### config.mk
export PLATFORM = sky130hd
export DESIGN_NAME = packed_simd_accumulator
export DESIGN_NICKNAME = d
export VERILOG_FILES = /design/src/rtl/packed_simd_accumulator.sv
export SDC_FILE = /design/constraint.sdc
export NUM_CORES = 1
export LEC_CHECK = 0
export ABC_AREA = 0
export CAP_MARGIN = 20
export CORE_MARGIN = 2
export CORE_UTILIZATION = 49
export DETAILED_ROUTE_END_ITERATION = 12
export GPL_TIMING_DRIVEN = 0
export PLACE_DENSITY = 0.7
export RECOVER_POWER = 25
export SLEW_MARGIN = 15
export SYNTH_ARGS = -nofsm -noshare
export SYNTH_HDL_FRONTEND = slang
export SYNTH_HIERARCHICAL = 1
export SYNTH_SLANG_ARGS = --single-unit
### constraint.sdc
create_clock -name clk_i -period 5.17 [get_ports clk_i]
set_input_delay 0.517 -clock clk_i [delete_from_list [all_inputs] [get_ports clk_i]]
set_output_delay 0.517 -clock clk_i [all_outputs]
set_load 0.02 [all_outputs]
### src/rtl/packed_simd_accumulator.sv
// Multi-beat packed SIMD accumulator: 1, 2 or 4 isolated signed lanes,
// each wrapping or saturating independently with its own sticky overflow flag.

module packed_simd_accumulator_lane #(
    parameter int LW       = 8,
    parameter int PW       = 6,
    parameter int SATURATE = 0
) (
    input  logic [LW-1:0] acc_i,
    input  logic [LW-1:0] data_i,
    output logic [LW-1:0] sum_o,
    output logic          ovf_o
);

    logic [LW-1:0] shifted;
    logic [LW-1:0] opnd;
    logic [LW-1:0] raw;

    always_comb begin
        // Left-justify the payload, then arithmetic-shift back to sign-extend it.
        shifted = data_i << (LW - PW);
        opnd    = $signed(shifted) >>> (LW - PW);
        raw     = acc_i + opnd;
        ovf_o   = (acc_i[LW-1] == opnd[LW-1]) && (raw[LW-1] != acc_i[LW-1]);
        sum_o   = raw;
        if ((SATURATE != 0) && ovf_o) begin
            sum_o = acc_i[LW-1] ? {1'b1, {(LW-1){1'b0}}} : {1'b0, {(LW-1){1'b1}}};
        end
    end

endmodule

module packed_simd_accumulator #(
    parameter int WIDTH    = 32,
    parameter int P2_W     = 10,
    parameter int P4_W     = 6,
    parameter int LEN_W    = 8,
    parameter int SATURATE = 0
) (
    input  logic             clk_i,
    input  logic             rst_i,
    input  logic             start_i,
    input  logic [1:0]       mode_i,
    input  logic [LEN_W-1:0] len_i,
    input  logic             in_valid_i,
    output logic             in_ready_o,
    input  logic [WIDTH-1:0] in_data_i,
    output logic             res_valid_o,
    input  logic             res_ready_i,
    output logic [WIDTH-1:0] res_data_o,
    output logic [3:0]       ovf_o,
    output logic             busy_o
);

    localparam int W2 = WIDTH / 2;
    localparam int W4 = WIDTH / 4;

    typedef enum logic [1:0] {
        ST_IDLE  = 2'd0,
        ST_ACCUM = 2'd1,
        ST_DONE  = 2'd2
    } state_e;

    state_e             state_q, state_d;
    logic [WIDTH-1:0]   acc_q, acc_d;
    logic [LEN_W-1:0]   cnt_q, cnt_d;
    logic [LEN_W-1:0]   len_q, len_d;
    logic [1:0]         mode_q, mode_d;
    logic [3:0]         ovf_q, ovf_d;
    logic [LEN_W-1:0]   cnt_inc;

    // All three lane geometries are computed in parallel; the latched mode picks one.
    logic [WIDTH-1:0]       sum1;
    logic                   ovf1;
    logic [1:0][W2-1:0]     sum2;
    logic [1:0]             ovf2;
    logic [3:0][W4-1:0]     sum4;
    logic [3:0]             ovf4;
    logic [WIDTH-1:0]       lane_sum;
    logic [3:0]             lane_ovf;

    packed_simd_accumulator_lane #(
        .LW(WIDTH), .PW(WIDTH), .SATURATE(SATURATE)
    ) u_lane1 (
        .acc_i (acc_q),
        .data_i(in_data_i),
        .sum_o (sum1),
        .ovf_o (ovf1)
    );

    for (genvar k = 0; k < 2; k++) begin : g_lane2
        packed_simd_accumulator_lane #(
            .LW(W2), .PW(P2_W), .SATURATE(SATURATE)
        ) u_lane (
            .acc_i (acc_q[k*W2 +: W2]),
            .data_i(in_data_i[k*W2 +: W2]),
            .sum_o (sum2[k]),
            .ovf_o (ovf2[k])
        );
    end

    for (genvar k = 0; k < 4; k++) begin : g_lane4
        packed_simd_accumulator_lane #(
            .LW(W4), .PW(P4_W), .SATURATE(SATURATE)
        ) u_lane (
            .acc_i (acc_q[k*W4 +: W4]),
            .data_i(in_data_i[k*W4 +: W4]),
            .sum_o (sum4[k]),
            .ovf_o (ovf4[k])
        );
    end

    // Mode 11 is reserved and decodes as the single-lane geometry.
    always_comb begin
        case (mode_q)
            2'b01: begin
                lane_sum = sum2;
                lane_ovf = {2'b00, ovf2};
            end
            2'b10: begin
                lane_sum = sum4;
                lane_ovf = ovf4;
            end
            default: begin
                lane_sum = sum1;
                lane_ovf = {3'b000, ovf1};
            end
        endcase
    end

    assign cnt_inc = cnt_q + LEN_W'(1);

    always_comb begin
        state_d = state_q;
        acc_d   = acc_q;
        cnt_d   = cnt_q;
        len_d   = len_q;
        mode_d  = mode_q;
        ovf_d   = ovf_q;
        case (state_q)
            ST_IDLE: begin
                if (start_i) begin
                    mode_d  = mode_i;
                    len_d   = len_i;
                    acc_d   = '0;
                    cnt_d   = '0;
                    ovf_d   = '0;
                    state_d = (len_i != '0) ? ST_ACCUM : ST_DONE;
                end
            end
            ST_ACCUM: begin
                if (in_valid_i) begin
                    acc_d = lane_sum;
                    ovf_d = ovf_q | lane_ovf;
                    cnt_d = cnt_inc;
                    if (cnt_inc == len_q) begin
                        state_d = ST_DONE;
                    end
                end
            end
            ST_DONE: begin
                if (res_ready_i) begin
                    state_d = ST_IDLE;
                end
            end
            default: state_d = ST_IDLE;
        endcase
    end

    always_ff @(posedge clk_i) begin
        if (rst_i) begin
            state_q <= ST_IDLE;
            acc_q   <= '0;
            cnt_q   <= '0;
            len_q   <= '0;
            mode_q  <= '0;
            ovf_q   <= '0;
        end else begin
            state_q <= state_d;
            acc_q   <= acc_d;
            cnt_q   <= cnt_d;
            len_q   <= len_d;
            mode_q  <= mode_d;
            ovf_q   <= ovf_d;
        end
    end

    assign in_ready_o  = (state_q == ST_ACCUM);
    assign res_valid_o = (state_q == ST_DONE);
    assign busy_o      = (state_q != ST_IDLE);
    assign res_data_o  = acc_q;
    assign ovf_o       = ovf_q;

endmodule

==> out/metrics.cfg <==
[final_layout]
multiInputGateArea_um2=5770
antennaDiodeCount=0
fin_nets=1161
syn_to_final_growth_pct=16.9
fill_cells=1407
drive_above_1_share_pct=6.50
seq_area_um2=1120

[clocking]
numCtsBuffers=5
path_clk_slew_ns=0.08
post-cts-setup-buffer-count=0
ctsResizeCount=0
cts_hold_buffers=0
clk-insertion-delay-late_ns=0.31
clk_path_buf_depth=2
h-tree-depth=2
cts_root_buf=clkbuf_16
cts_tree=built
clock_sinks=56

[floorplanning]
die_w_um=125
core_area_um2=14400
io_pins=86
die_h_um=125
die_area_um2=15700
start_util_pct=49.9
placementRows=44

[global_routing]
grt_first_pass_wirelength_um=32000
grt_util_all_layers_pct=24.3
antenna_found_initial=0
grt_pass1_vias=6516
grt_max_degree=20
overflow=0

[worst_setup_path]
critPathKind=primary input to flip-flop
r2r-end=res_data_o[28]
cp.arrival_ns=3.70
crit_path_end_kind=flip-flop
startpoint=in_data_i[0]
worstRegToRegCells=14
r2r_start=res_data_o[0]
worstPathRequired_ns=5.36
crit_fanout=4
r2r_slack_ns=1.97
critPathLaunchType=primary input
critical_path.endpoint=res_data_o[28]

[synth]
async_flop_share_pct=0
synth_edf_count=0
ys_ff_latch=56
avgSynthCellArea_um2=7.80
synth_area_leader_cell=ha_1
synth_nets=1069
ys_types=66
synthesis.area_um2=7200
netlist_instances=923
synth_warnings=6
netlist.area_leader.share_pct=16.0
seq_area_frac_synth_pct=15.6
ys.flop_type=dfxtp_1
synth_area_leaders=ha_1 16%, dfxtp_1 16%, a22oi_1 7.0%, xnor2_1 6.6%, a21oi_1 5.9%

[placement]
dp_hpwl_um=14800
portBuffers=85
place_congestion=0.903

[routing]
first_pass_iters=6
detail-route-antenna-nets=0
drt-vias-per-instance=5.86
routed_wl_um=19100
drt_iter0_drc=486
vias=7032
drc=0
wl_per_cell_um=15.9

[pwr]
pwr_density_cell_nw_per_um2=176
vdd_drop_max_mv=0.134
p_leak_nw=3.72

[sta]
tightest_slew_ns=0.676
tns_ns=0
rsz0062_at_grt=false
clock_skew_ns=0.00881
setup_viol=0
fmax_mhz=285
holdWs_ns=0.473
layout_min_cycle_time_ns=3.51
slew-limit-headroom_pct=54.9
maxSlewViolCount=0
min_period_over_period_pct=67.9
hold_viol=0

[hold_path]
holdCritPathClass=flip-flop to flip-flop
min_path_cells=2
hp-start=len_q[6]

[run_status]
status=finished, final reports clean

[flow_run]
maxCapViolCount=0

==> worst max-delay path: stages <==
cell	delay (ns)
clkdlybuf4s50_1	0.46
ha_1	0.23
fa_1	0.40
a21oi_1	0.21
o21ai_1	0.14
a21oi_2	0.33
o31ai_4	0.13
a31o_4	0.27
a211oi_2	0.33
a31oi_1	0.15
xor2_1	0.15
nand2_1	0.07
o21ai_0	0.09
a22oi_1	0.15
nor2_1	0.05
==> logic make-up (layout without fill, tap and decap cells) <==
group           count (synthesis)  count (layout)  share of synthesized area (%)
compound gates                344             344                           33.0
simple gates                  255             255                           16.6
fa+ha+maj                      99              99                           17.9
xor+xnor                       96              96                           11.7
buf+inv                        65             158                           4.07
flops                          56              56                           15.6
mux                             8               8                           1.11
==> synthesized netlist by cell type (all sizes together), types with 2 or more instances <==
library cell and instances:
a31o 3, o21ai 68, inv 17, nor4 2, o31ai 4, a41o 3
o311ai 2, nand3 15, nand4 16, nand2 108, and2 4, dfxtp 56
nand3b 2, o21a 9, xnor2 54, a41oi 2, buf 22, mux2i 8
xor2 42, a22oi 68, clkbuf 26, or2 8, o31a 4, a21oi 97
a221o 3, fa 7, o211ai 7, a21boi 2, a211oi 5, nor2b 14
ha 92, a21o 32, a311oi 4, o21bai 11, nor3 10, or3 3
a31oi 15, and3 8, nor2 60
==> worst min-delay path by stage <==
stage | to
floorplan | len_q[0]
CTS | len_q[6]
global route | len_q[6]
detailed placement | len_q[6]
finish | len_q[6]
global placement | len_q[6]
==> registers in the layout, summed over array words and instances (netlist names) <==
signal and flops:
res_data_o 32, cnt_q 8, len_q 8, ovf_o 4, state_q 2, mode_q 2
==> metrics by stage <==
step	setup slack (ns)	power [mW]	std cells	util, %	area, um2
after floorplan	2.28	0.924	923	-	7200
after global placement	1.40	1.10	1192	57.4	8280
after detailed placement	1.36	1.11	1192	57.4	8280
after CTS	1.66	1.48	1200	58.4	8430
after global routing	1.45	1.57	1200	58.4	8420
final	1.66	1.48	1200	58.4	8420
==> routing by layer <==
layer / global-route usage [%] / vias up / wire (um)
met1: 33.5 / 3250 / 9100
met5: 0 / - / 0
li1: - / 3605 / -
met2: 39.9 / 148 / 8790
met4: 6.67 / 0 / 433
met3: 3.42 / 29 / 743
==> cell usage in the layout (no fill, tap or decap), types with 9 or more instances in the layout <==
| cell type | Yosys | layout |
|---|---|---|
| a21o_1 | 32 | 32 |
| clkdlybuf4s50_1 | 0 | 68 |
| dfxtp_1 | 56 | 56 |
| nand3_1 | 14 | 14 |
| inv_1 | 17 | 17 |
| nand4_1 | 15 | 15 |
| xor2_1 | 42 | 42 |
| o21ai_1 | 15 | 15 |
| clkbuf_1 | 26 | 27 |
| o21bai_1 | 11 | 11 |
| o21a_1 | 9 | 9 |
| a21oi_2 | 12 | 12 |
| nor3_1 | 10 | 10 |
| ha_1 | 92 | 92 |
| a21oi_1 | 85 | 85 |
| xnor2_1 | 54 | 54 |
| a22oi_1 | 67 | 67 |
| nand2_1 | 108 | 108 |
| dlygate4sd3_1 | 0 | 17 |
| nor2b_1 | 14 | 14 |
| a31oi_1 | 14 | 14 |
| buf_2 | 12 | 12 |
| nor2_1 | 60 | 60 |
| o21ai_0 | 52 | 52 |
==> report_power, final <==
group | internal [mW] | switching, mW
clock network | 0.185 | 0.194
logic | 0.265 | 0.360
registers | 0.449 | 0.0261
total | 0.898 | 0.580
==> cell type report <==
type | instances | share of cell area [%]
inverters | 17 | 0.758
multi-input cells | 802 | 68.6
plain buffers | 48 | 2.72
well taps | 184 | 2.73
clock buffers | 5 | 1.49
clock inverters | 3 | 0.297
repair buffers | 85 | 10.1
flip-flops and latches | 56 | 13.3
No activity file was read; power rests on OpenSTA's default activity.
